<file path="config.mk">
export PLATFORM = sky130hd
export DESIGN_NAME = dds_cmd_framer
export DESIGN_NICKNAME = d
export VERILOG_FILES = /design/src/rtl/ad9952_pkg.sv /design/src/rtl/dds_rd_collector.sv /design/src/rtl/dds_cmd_framer.sv
export SDC_FILE = /design/constraint.sdc
export NUM_CORES = 1
export LEC_CHECK = 0
export ABC_AREA = 1
export CORE_MARGIN = 3
export CORE_UTILIZATION = 35
export DETAILED_ROUTE_END_ITERATION = 10
export SETUP_SLACK_MARGIN = 0.15
export SLEW_MARGIN = 20
export SYNTH_ARGS = -nofsm -noshare
export SYNTH_HDL_FRONTEND = slang
export SYNTH_HIERARCHICAL = 1
export SYNTH_SLANG_ARGS = --single-unit
</file>
<file path="constraint.sdc">
create_clock -name clk -period 5.82 [get_ports clk]
set_input_delay 0.582 -clock clk [delete_from_list [all_inputs] [get_ports clk]]
set_output_delay 0.582 -clock clk [all_outputs]
set_load 0.01 [all_outputs]
</file>
<file path="src/rtl/ad9952_pkg.sv">
// +--------------------------------------------------------------------------+
// | ad9952_pkg : AD9952 register map, per-register lengths, instruction bits |
// | Revision   : 1.0                                                         |
// +--------------------------------------------------------------------------+
`default_nettype none

package ad9952_pkg;

  localparam logic [4:0] CFR1 = 5'd0;
  localparam logic [4:0] CFR2 = 5'd1;
  localparam logic [4:0] ASF  = 5'd2;
  localparam logic [4:0] ARR  = 5'd3;
  localparam logic [4:0] FTW0 = 5'd4;
  localparam logic [4:0] POW0 = 5'd5;

  localparam int READ_BIT = 7;

  typedef enum logic [1:0] {
    S_IDLE = 2'd0,
    S_SEND = 2'd1,
    S_GAP  = 2'd2
  } state_t;

  typedef struct packed {
    logic       valid;
    logic [2:0] len;
  } reg_len_t;

  function automatic reg_len_t reg_len(input logic [4:0] addr);
    reg_len_t r;
    r.valid = 1'b1;
    r.len   = 3'd0;
    case (addr)
      CFR1:    r.len = 3'd4;
      CFR2:    r.len = 3'd3;
      ASF:     r.len = 3'd2;
      ARR:     r.len = 3'd1;
      FTW0:    r.len = 3'd4;
      POW0:    r.len = 3'd2;
      default: r.valid = 1'b0;
    endcase
    return r;
  endfunction

endpackage

`default_nettype wire

</file>
<file path="src/rtl/dds_rd_collector.sv">
// +--------------------------------------------------------------------------+
// | dds_rd_collector : gathers MISO bytes of a read frame into rd_data       |
// | Revision         : 1.0                                                   |
// +--------------------------------------------------------------------------+
`default_nettype none

module dds_rd_collector (
  input  logic        clk,
  input  logic        n_rst,
  input  logic        start,
  input  logic        active,
  input  logic [2:0]  len,
  input  logic        gap_done,
  input  logic [7:0]  miso_byte,
  input  logic        miso_wrreq,
  output logic [31:0] rd_data,
  output logic        rd_valid,
  output logic        rd_err
);

  logic [2:0] rx_cnt;
  logic [2:0] rx_nx;
  logic       take;

  assign take  = active && miso_wrreq && (rx_cnt < len);
  assign rx_nx = take ? rx_cnt + 3'd1 : rx_cnt;

  // Byte 0 arrives while the instruction is shifted out and carries no data.
  always_ff @(posedge clk or negedge n_rst) begin
    if (!n_rst) begin
      rx_cnt   <= 3'd0;
      rd_data  <= 32'd0;
      rd_valid <= 1'b0;
      rd_err   <= 1'b0;
    end else begin
      rd_valid <= take && (rx_nx == len);
      rd_err   <= active && gap_done && (rx_nx < len);
      if (start) begin
        rx_cnt  <= 3'd0;
        rd_data <= 32'd0;
      end else if (take) begin
        rx_cnt <= rx_nx;
        if (rx_cnt != 3'd0)
          rd_data <= {rd_data[23:0], miso_byte};
      end
    end
  end

endmodule

`default_nettype wire

</file>
<file path="src/rtl/dds_cmd_framer.sv">
// +--------------------------------------------------------------------------+
// | dds_cmd_framer : register command -> SPI byte frame with inter-frame gap |
// | Revision       : 1.0                                                     |
// +--------------------------------------------------------------------------+
`default_nettype none

module dds_cmd_framer
  import ad9952_pkg::*;
#(
  parameter int CLK_DIV_EVEN = 8,
  parameter int GAP_CYCLES   = 10 * CLK_DIV_EVEN
) (
  input  logic        clk,
  input  logic        n_rst,
  input  logic        cmd_valid,
  output logic        cmd_ready,
  input  logic        cmd_read,
  input  logic [4:0]  cmd_addr,
  input  logic [31:0] cmd_data,
  output logic        have_data,
  output logic [7:0]  data_o,
  input  logic        rdreq,
  input  logic [7:0]  miso_byte,
  input  logic        miso_wrreq,
  output logic [31:0] rd_data,
  output logic        rd_valid,
  output logic        rd_err,
  output logic        err_addr
);

  localparam int GW = $clog2(GAP_CYCLES + 1);

  if (GAP_CYCLES < 9 * CLK_DIV_EVEN) begin : g_gap_check
    $error("GAP_CYCLES too short for the SPI master to release n_cs");
  end

  state_t      state, state_nx;
  logic [7:0]  frame_buf [0:7];
  logic [2:0]  idx;
  logic [2:0]  len;
  logic [GW-1:0] gap_cnt;
  logic        is_read;
  logic        accept;
  logic        last_pop;
  logic        gap_done;
  reg_len_t    cmd_len;
  logic [7:0]  instr;
  logic [5:0]  wshamt;
  logic [31:0] wdata;

  assign cmd_len = reg_len(cmd_addr);

  // Left-justify the write value so bytes 1..L are always wdata[31:24] onward.
  assign wshamt = {3'd4 - cmd_len.len, 3'b000};
  assign wdata  = cmd_read ? 32'd0 : (cmd_data << wshamt);

  always_comb begin
    instr           = {3'b000, cmd_addr};
    instr[READ_BIT] = cmd_read;
  end

  always_ff @(posedge clk or negedge n_rst) begin
    if (!n_rst) state <= S_IDLE;
    else        state <= state_nx;
  end

  always_comb begin
    state_nx  = state;
    cmd_ready = 1'b0;
    have_data = 1'b0;
    accept    = 1'b0;
    last_pop  = 1'b0;
    gap_done  = 1'b0;
    case (state)
      S_IDLE: begin
        cmd_ready = 1'b1;
        if (cmd_valid && cmd_len.valid) begin
          accept   = 1'b1;
          state_nx = S_SEND;
        end
      end
      S_SEND: begin
        have_data = 1'b1;
        if (rdreq && (idx == len - 3'd1)) begin
          last_pop = 1'b1;
          state_nx = S_GAP;
        end
      end
      S_GAP: begin
        if (gap_cnt == GW'(GAP_CYCLES - 1)) begin
          gap_done = 1'b1;
          state_nx = S_IDLE;
        end
      end
      default: state_nx = S_IDLE;
    endcase
  end

  assign data_o = have_data ? frame_buf[idx] : 8'h00;

  always_ff @(posedge clk or negedge n_rst) begin
    if (!n_rst) begin
      for (int i = 0; i < 8; i++) frame_buf[i] <= 8'h00;
      idx      <= 3'd0;
      len      <= 3'd0;
      gap_cnt  <= '0;
      is_read  <= 1'b0;
      err_addr <= 1'b0;
    end else begin
      err_addr <= (state == S_IDLE) && cmd_valid && !cmd_len.valid;
      if (accept) begin
        frame_buf[0] <= instr;
        frame_buf[1] <= wdata[31:24];
        frame_buf[2] <= wdata[23:16];
        frame_buf[3] <= wdata[15:8];
        frame_buf[4] <= wdata[7:0];
        frame_buf[5] <= 8'h00;
        frame_buf[6] <= 8'h00;
        frame_buf[7] <= 8'h00;
        len     <= cmd_len.len + 3'd1;
        idx     <= 3'd0;
        is_read <= cmd_read;
      end else if ((state == S_SEND) && rdreq) begin
        idx <= idx + 3'd1;
      end
      if (last_pop)
        gap_cnt <= '0;
      else if (state == S_GAP)
        gap_cnt <= gap_cnt + GW'(1);
    end
  end

  dds_rd_collector u_rd_collector (
    .clk        (clk),
    .n_rst      (n_rst),
    .start      (accept),
    .active     (is_read && (state != S_IDLE)),
    .len        (len),
    .gap_done   (gap_done),
    .miso_byte  (miso_byte),
    .miso_wrreq (miso_wrreq),
    .rd_data    (rd_data),
    .rd_valid   (rd_valid),
    .rd_err     (rd_err)
  );

endmodule

`default_nettype wire

</file>
### Yosys cells after proc, flatten, opt, wreduce, memory -nomap -nowiden

Index checks and enable logic that the tools add are counted.

* add/subtract/negate cells: 6
* $lt $le $gt $ge: 3
* equality and inequality tests: 13
* shift operators: 1
* muxes and demuxes: 29
* bitwise gates (word level): 1
* reduce and logical (&&, ||, !) cells: 25

Operators by type and width (count)
* $mux 32: 4
* $shl 32x6->32: 1
* $bmux 8 s3: 1
* $mux 8: 3
* $mux 3: 5
* $mux 7: 2
* $pmux 3 s4: 1
* $logic_and 1x1->1: 11
* $eq 5x2->1 const B: 2
* $eq 5x3->1 const B: 2
* $reduce_bool 2->1: 5
* $add 3x1->3 const B: 3
* $mux 1: 9
* $add 7x1->7 const B: 1
* $eq 7x7->1 const B: 1
* $eq 3x3->1: 2
* $lt 3x3->1: 2
* $mux 2: 3
* $ne 2x2->1 const B: 3
* $pmux 2 s3: 1
* $reduce_or 6->1: 1
* $eq 5x1->1 const B: 1
* $logic_not 5->1: 1
* $ge 4x4->1 const B: 1
* 11 further kinds: 12

* flip-flop bits (word level): 92
* output and inout bits: 45
* logic and storage cells: 93

### Logic depth before layout (Yosys ltp)

Gate-level depths: netlist of run 1.

* depth in word-level cells: 8
* mapped depth: 13

### Modules after synthesis

Netlist of run 1, hierarchy kept.

By module, submodules not included
* dds_cmd_framer: instances 1, cells an instance 494, area each 3313.2 um2, seq. area each 1351.3 um2
* dds_rd_collector: instances 1, cells an instance 249, area each 1986.9 um2, seq. area each 925.9 um2

### Worst setup path after synthesis of run 1

OpenSTA, ideal clock, no wires.

* path type: input port to flip-flop
* start: in cmd_addr[4]
* end: reg frame_buf[43] (netlist name)
* arrival: 2.161 ns
* data required time: 5.702 ns
* path slack: 3.541 ns
* stages: 10
* cell sequence: nor2_4 nand2_1 buf_4 ha_1 buf_2 inv_1 clkbuf_1 nand3_1 nand3_1 nand2_1

* word-level cells in the longest chain between the ends: 6
* elaborated cells between the ends (all ways): 17

RTL lines
* from (decl): line dds_cmd_framer.sv:18 `input logic [4:0] cmd_addr,`
* $eq 5x3->1, or another cell as far along: line ad9952_pkg.sv:33 `case (addr)`
* $reduce_or 2->1 (no line) / $reduce_or 6->1 (equally long branches)
* $pmux 3 s4 / $mux 1 (equally long branches): line ad9952_pkg.sv:33
* $sub 3x3->3 / $logic_and 1x1->1 (equally long branches): line dds_cmd_framer.sv:54, dds_cmd_framer.sv:77
* $shl 32x6->32 / $mux 1 (equally long branches): line dds_cmd_framer.sv:55, dds_cmd_framer.sv:77
* $mux 32 / $mux 1 (equally long branches): line dds_cmd_framer.sv:55, dds_cmd_framer.sv:74
* to (decl): line dds_cmd_framer.sv:38 `logic [7:0] frame_buf [0:7];`

Several ways; a longest one is shown, not always the timed one.
A chain may end at the register's enable or synchronous reset.

### Worst setup path in the final report of run 1

* start: in cmd_addr[2]
* end: reg frame_buf[42] (netlist name)

The elaborated chain is that of the path after synthesis.

==> results of run 1 <==
## critical path: stages
cell	delay, ps
clkdlybuf4s50_1	470
inv_1	50
nand2_1	80
clkinv_1	550
nand2_1	210
buf_4	340
ha_1	490
inv_1	860
nand3_1	160
nand3_1	140
nand2_1	60
## report_power, final
part	switching (W)	internal (W)	total, W
combinational	0.000663	0.000474	0.00114
clock	0.000246	0.000417	0.000663
sequential	0.000149	0.000815	0.000964
## sequential cells by signal (all words and copies together), names as in the netlist
signal                   cells
is_read                      1
len                          3
u_rd_collector/rd_data      32
u_rd_collector/rd_valid      1
u_rd_collector/rd_err        1
gap_cnt                      7
err_addr                     1
u_rd_collector/rx_cnt        3
idx                          3
state                        2
frame_buf                   37
## cell usage in the layout, fill, tap and decap left out, drive strengths merged, types with 3 or more instances in the layout
cell type      synthesis  final
dfrtp                 91     91
a21oi                  8      8
ha                    12     12
inv                   76     76
o21ai                 20     20
a31oi                  4      4
clkbuf                19     10
nand3                133    133
xor2                   3      3
clkinv                 2      3
clkdlybuf4s50          0     94
nor2                  60     60
nand2                267    267
buf                   19      6
nand4                 16     16
nand3b                 3      3
bufinv                 0      3
## area by class of cell
type	instances	area (um^2)
tap	184	230
inverter	78	293
multi-input combinational	536	2510
fill	1475	8070
sequential	91	2280
clock buffer	10	229
clock inverter	5	103
timing repair buffer	100	986
## Yosys cell counts, drive strengths merged
master	instances	area, um^2
a21oi	8	40.0
xnor2	2	17.5
buf	19	144
nand3b	3	26.3
nand4	16	100
o21a	1	7.51
nand2	267	1010
or2	2	12.5
o21ai	20	119
o2111a	1	11.3
a31oi	4	25.0
nor3	2	10.0
clkbuf	19	71.3
nor2	60	257
nor3b	1	7.51
o21bai	1	7.51
nand3	133	683
xor2	3	26.3
dfrtp	91	2280
clkinv	2	7.51
inv	76	285
ha	12	150
## metal layers
layer | track usage [%] | part of all wire, % | vias to the layer above | routed length [um]
li1 | - | - | 2508 | -
met1 | 24.3 | 49 | 2212 | 6640
met5 | 0 | 0 | - | 0
met4 | 4.82 | 1.1 | 0 | 144
met3 | 3.01 | 4.9 | 11 | 656
met2 | 26.5 | 45 | 138 | 6060
## final timing paths
check / end / cells past startpoint / start
worst max-delay path: frame_buf[42] / 11 / cmd_addr[2]
worst min-delay path: err_addr / 1 / n_rst
worst max register to register: u_rd_collector/rd_err / 12 / len[2]
worst min register to register: frame_buf[34] / 2 / frame_buf[34]
max in group asynchronous: u_rd_collector/rd_data[5] / 2 / n_rst
min in group clk: frame_buf[34] / 2 / frame_buf[34]
## stage by stage
stage	total power [W]	cells	cell area [um^2]	setup slack (ps)
6_report	0.00276	1004	6630	2030
3_5_place_dp	0.00212	989	6300	1730
2_1_floorplan	0.00168	743	5300	3540
3_3_place_gp	0.00211	989	6300	1750
5_1_grt	0.00299	1004	6630	1680
4_1_cts	0.00279	1004	6630	2090
## cell families after synthesis
group	after synthesis	share of synthesized area, %
buf+inv	116	9.58
flops	91	43.0
simple gates	484	39.8
fa+ha+maj	12	2.83
xor+xnor	5	0.826
compound gates	35	3.97
==> results_dict.tcl, run 1 <==
set metrics [dict create \
    outcome "complete, no violations" \
    ir_drop_v 0.000211 \
    ctsLongestPathBuffers 2 \
    dp_hpwl_um 9210 \
    worst_pin_slew_ps 1050 \
    finalSetupViolCount 0 \
    grt_antenna_before_repair 0 \
    syn_avg_cell_area_um2 7.13 \
    p_per_area_mw_per_mm2 417 \
    grt_first_pass_wirelength_um 23300 \
    drt_iter0_markers 322 \
    grt_max_degree 67 \
    die_w_um 129 \
    clkLatencyLatePin_ps 350 \
    final_util_pct 45.1 \
    cp-end-kind "flop" \
    period_share_pct 65.2 \
    wl_per_cell_um 13.4 \
    gp_congestion 0.807 \
    whs_ps 152 \
    maxCapViolCount 0 \
    grt_pass1_vias 4818 \
    report.final.slew_viol_count 0 \
    syn_inst 743 \
    drive_gt1_share_pct 5.00 \
    cts-root-buf "clkbuf_16" \
    hp-class "primary input to async pin" \
    fin_crit_ps 3790 \
    clk_pin_slew_ps 60 \
    fmax_mhz 264 \
    num_antenna_cells 0 \
    ios 96 \
    hold_violations 0 \
    worstSetupPathType "primary input to flop" \
    rows 44 \
    yosysUniqueCellTypes 33 \
    ant_nets 0 \
    r2r_setup_slack_ps 3060 \
    finalSetupTns_ps 0 \
    power.leakage_nw 3.45 \
    cts_tree "done" \
    gr-total-overflow 0 \
    hold_buffers 0 \
    syn2layout_area_growth_pct 25.1 \
    firstDrtPassIters 5 \
    htree_levels 3 \
    synth_fp_nets 806 \
    ys_ff_latch 91 \
    ctsResizeCount 0 \
    die-area_mm2 0.0167 \
    cts_setup_buffers 0 \
    skew_ps 6.25 \
    numCtsBuffers 9 \
    seq_area_frac_synth_pct 43.0 \
    rsz0062_at_grt "false" \
    grt_usage_pct 17.0 \
    layout.nets 879 \
    cp-start-kind "primary input" \
    slew_headroom_pct 29.6 \
    drc 0 \
    routed_wl_um 13500 \
    start_util_pct 36.1 \
    cp.arrival_ps 4020 \
    die_h_um 129 \
    path_max_fanout 34 \
    yosysWarningCount 6 \
    core-area_mm2 0.0147 \
    vias_per_cell 4.85 \
    io_buffers 95 \
    required_ps 6050 \
    cts_sinks 91 \
    num_vias 4869 \
    mappedNetlistArea_mm2 0.00530 \
]
Note: power is estimated with default switching activity, not from simulation.
==> inputs of run 2 (changes only) <==
Clock period 5.82 ns to 3.4 ns, I/O delays scaled along.
==> run 2 against run 1 <==
Against the previous run:
- clock power is 49% higher
- clock-buffer cell count is 1 lower
- highest routed layer unchanged
- worst setup slack worse by 1600 ps
- die area stayed put
- clock skew is 4.7 ps higher
- first-iteration DRC count is 14% lower
- global-route usage hardly changed
- critical path type is now flop to output port
- register-to-register slack worse by 2100 ps
- sequential share of layout area is 0.16 points lower
- final cell count is 1.0% higher
==> results_dict.tcl, run 2 (same netlist as run 1, synthesis figures left out) <==
set metrics [dict create \
    multiInputGateArea_mm2 0.00251 \
    firstDrtPassIters 4 \
    cp-start-kind "flop" \
    cpPeakStageDelay_ps 600 \
    final_cell_mix "nand2_1, nand3_1, clkdlybuf4s50_1" \
    path_cells "inv_1 > nor2_1 > nand2_1 > a31oi_1 > clkdlybuf4s50_1" \
    gr-total-overflow 0 \
    outcome "complete, no violations" \
    r2r_setup_slack_ps 1000 \
    finalSetupTns_ps 0 \
    power.leakage_nw 3.47 \
    grt_max_degree 46 \
    cp-end-kind "output port" \
    cts_setup_buffers 0 \
    ios 96 \
    period_share_pct 86.1 \
    rr_endpoint "u_rd_collector/rd_err" \
    cts_tree "done" \
    cts-root-buf "clkbuf_16" \
    hp-class "primary input to async pin" \
    place_area_mm2 0.00637 \
    largest_reg_flops 37 \
    syn2layout_area_growth_pct 25.8 \
    ant_nets 0 \
    dp.cells 998 \
    rows 44 \
    place_ws_ps 609 \
    worstSetupPathType "flop to output port" \
    numCtsBuffers 9 \
    gp_congestion 0.793 \
    required_ps 3060 \
    report.final.slew_viol_count 0 \
    reg2reg_depth 12 \
    start_util_pct 36.1 \
    grt_antenna_before_repair 0 \
    r2r_start "len[2]" \
    fmax_mhz 341 \
    nFillCells 1540 \
    grt_usage_pct 17.0 \
    hold_buffers 0 \
    num_vias 4800 \
    clkLatencyLatePin_ps 340 \
    cts_sinks 91 \
    worst_pin_slew_ps 674 \
    skew_ps 11.0 \
    io_buffers 95 \
    num_antenna_cells 0 \
    rsz0062_at_grt "false" \
    die_w_um 129 \
    core-area_mm2 0.0147 \
    ir_drop_v 0.000318 \
    drive_gt1_share_pct 6.39 \
    vias_per_cell 4.73 \
    path_max_fanout 16 \
    clk_pin_slew_ps 70 \
    grt_pass1_vias 4733 \
    routed_wl_um 13600 \
    fin_crit_ps 2930 \
    dp_hpwl_um 9750 \
    ctsResizeCount 0 \
    finalSetupViolCount 0 \
    layout.nets 888 \
    wl_per_cell_um 13.4 \
    slowest_stage "clkdlybuf4s50_1" \
    drt_iter0_markers 276 \
    reg_top3 "frame_buf (37), u_rd_collector/rd_data (32), gap_cnt (7)" \
    fin_area_mm2 0.00667 \
    cp.arrival_ps 2590 \
    setup_slack_ps 471 \
    slew_headroom_pct 55.0 \
    htree_levels 3 \
    top_register "frame_buf" \
    grt_first_pass_wirelength_um 23200 \
    hold_violations 0 \
    p_per_area_mw_per_mm2 695 \
    die_h_um 129 \
    drc 0 \
    maxCapViolCount 0 \
    mostFrequentLayoutCell "nand2_1" \
    die-area_mm2 0.0167 \
    register_area_mm2 0.00228 \
    finalNonFillerCells 1014 \
    ctsLongestPathBuffers 2 \
]
-- run 2: power breakdown --
part | switching (W) | internal (W)
clock | 0.000472 | 0.000517
sequential | 0.000263 | 0.00140
combinational | 0.00114 | 0.000844
-- run 2: metrics by stage --
stage                     hold slack, ps  utilization (%)  power, W
after floorplan                     44.4                -   0.00288
after global placement               389             43.3   0.00365
after detailed placement             383             43.3   0.00367
after CTS                           16.5             45.3   0.00469
after global routing                45.8             45.4   0.00503
final                               7.52             45.4   0.00463
-- run 2: routing by layer --
layer  part of all wire (%)  vias to the layer above  GRT usage [%]
met4                    1.0                        0           4.51
met1                     50                     2175           24.0
li1                       -                     2528              -
met2                     47                       89           27.4
met3                    2.8                        8           2.51
met5                      0                        -              0
-- run 2: area by class of cell --
| type | instances | area share, % |
|---|---|---|
| flip-flops and latches | 91 | 34.2 |
| clock buffers | 9 | 3.38 |
| well taps | 184 | 3.45 |
| multi-input cells | 536 | 37.7 |
| inverters | 78 | 4.39 |
| repair buffers | 109 | 15.8 |
| clock inverters | 7 | 1.07 |
-- run 2: how the worst max path moves through the flow --
stage / cells after the start / from / endpoint / slack (ps)
2_1_floorplan: 10 / cmd_addr[4] / frame_buf[43] / 1360
3_3_place_gp: 5 / idx[0] / data_o[4] / 620
3_5_place_dp: 5 / idx[0] / data_o[4] / 610
4_1_cts: 5 / idx[0] / data_o[4] / 230
5_1_grt: 5 / idx[0] / data_o[4] / 340
6_report: 5 / idx[0] / data_o[4] / 470
-- run 2: critical path: cells and delay by family, from the launching register on --
kind            cells  cell delay [ps]
buf+inv             2              850
compound gates      1              310
flops               1              540
simple gates        2              560
==> inputs of run 3 (changes only) <==
Settings changed: REMOVE_ABC_BUFFERS set to 1.
==> run 3 against run 2 <==
Against the previous run:
- register-to-register slack worse by 60 ps
- routed wire length up 0.58%
- utilization up 0.20 points
- hold slack better by 130 ps
- first-iteration DRC count up 52%
- die area unchanged
- via count up 1.6%
- sequential power about the same
- clock skew down 3.1 ps
- worst setup slack worse by 130 ps
- global-route usage down 0.10 points
- clock-buffer cell count up 1
- largest power group unchanged
==> results_dict.tcl, run 3 (same netlist as run 1, synthesis figures left out) <==
set metrics [dict create \
    die_h_um 129 \
    report.final.slew_viol_count 0 \
    die_w_um 129 \
    p_per_area_mw_per_mm2 706 \
    reg2reg_depth 12 \
    numCtsBuffers 9 \
    fmax_mhz 327 \
    rsz0062_at_grt "false" \
    period_share_pct 89.9 \
    cpPeakStageDelay_ps 630 \
    cp.arrival_ps 2720 \
    worstSetupPathType "flop to output port" \
    gp_congestion 0.802 \
    ant_nets 0 \
    slowest_stage "dfrtp_1" \
    rows 44 \
    firstDrtPassIters 5 \
    drt_iter0_markers 420 \
    io_buffers 95 \
    vias_per_cell 4.81 \
    top_register "frame_buf" \
    path_cells "inv_1 > nor2_1 > nand2_1 > nand3_1 > nor2_1 > nor2_1 > clkdlybuf4s50_1" \
    final_cell_mix "nand2_1, nand3_1, clkdlybuf4s50_1" \
    power.leakage_nw 3.50 \
    hold_violations 0 \
    hold_buffers 0 \
    fin_crit_ps 3060 \
    num_vias 4875 \
    clk_pin_slew_ps 70 \
    setup_slack_ps 344 \
    start_util_pct 36.1 \
    path_max_fanout 16 \
    drive_gt1_share_pct 6.27 \
    reg_top3 "frame_buf (37), u_rd_collector/rd_data (32), gap_cnt (7)" \
    htree_levels 3 \
    finalSetupTns_ps 0 \
    skew_ps 7.84 \
    maxCapViolCount 0 \
    worst_path_most_repeated_cell "nor2_1" \
    gr-total-overflow 0 \
    drc 0 \
    place_ws_ps 733 \
    slew_headroom_pct 36.9 \
    core-area_mm2 0.0147 \
    syn2layout_area_growth_pct 26.3 \
    ctsLongestPathBuffers 2 \
    required_ps 3060 \
    cts_sinks 91 \
    num_antenna_cells 0 \
    rr_endpoint "u_rd_collector/rd_err" \
    hp-class "primary input to async pin" \
    grt_first_pass_wirelength_um 22600 \
    clkLatencyLatePin_ps 340 \
    final_util_pct 45.5 \
    grt_usage_pct 16.9 \
    grt_pass1_vias 4498 \
    ir_drop_v 0.000327 \
    ctsResizeCount 0 \
    mostFrequentLayoutCell "nand2_1" \
    nFillCells 1492 \
    cts-root-buf "clkbuf_16" \
    cts_setup_buffers 0 \
    cts_tree "done" \
    r2r_start "len[2]" \
    finalSetupViolCount 0 \
    cp-start-kind "flop" \
    grt_antenna_before_repair 0 \
    wl_per_cell_um 13.4 \
    routed_wl_um 13600 \
    outcome "complete, no violations" \
    layout.nets 888 \
    worst_pin_slew_ps 946 \
    r2r_setup_slack_ps 940 \
    dp_hpwl_um 9170 \
    grt_max_degree 75 \
    cp-end-kind "output port" \
    largest_reg_flops 37 \
    ios 96 \
    die-area_mm2 0.0167 \
]
run 3: worst max path at each step:
stage          cells past startpoint                         to        start  slack, ps
4_1_cts                            7                  data_o[2]       idx[0]        340
2_1_floorplan                      9  u_rd_collector/rd_data[0]  cmd_addr[4]        210
6_report                           7                  data_o[2]       idx[0]        340
3_3_place_gp                       7                  data_o[1]       idx[0]        780
5_1_grt                            5                  data_o[0]       idx[0]        150
3_5_place_dp                       7                  data_o[2]       idx[0]        730
run 3: stage by stage:
step           cells  total power (W)  area (um^2)  hold slack (ps)
4_1_cts         1014          0.00478         6700              173
2_1_floorplan    705          0.00280         5080             44.4
6_report        1014          0.00473         6700              136
3_5_place_dp     998          0.00366         6370              461
3_3_place_gp     998          0.00364         6370              459
5_1_grt         1014          0.00511         6700              203
run 3: metal layers:
layer	share of wire, %	GRT usage, %	wire length [um]
met4	0.46	4.26	63
met3	3.7	3.50	500
met2	47	25.9	6390
met1	49	24.5	6680
met5	0	0	0
run 3: final cells by class:
type                    instances  area, um^2  share of cell area (%)
repair buffers                109        1050                    15.7
flip-flops and latches         91        2280                    34.0
well taps                     184         230                    3.44
inverters                      78         293                    4.37
clock buffers                  10         239                    3.57
clock inverters                 6        87.6                    1.31
multi-input cells             536        2510                    37.6
run 3: power breakdown:
part	internal, W	switching (W)	total (W)
Combinational	0.000841	0.00114	0.00199
Clock	0.000666	0.000434	0.00110
Sequential	0.00139	0.000244	0.00164
Total	0.00290	0.00182	0.00473
run 3: critical path: cells and delay by family (launching register included):
kind | cells | cell delay, ps
simple gates | 5 | 880
buf+inv | 2 | 850
flops | 1 | 630
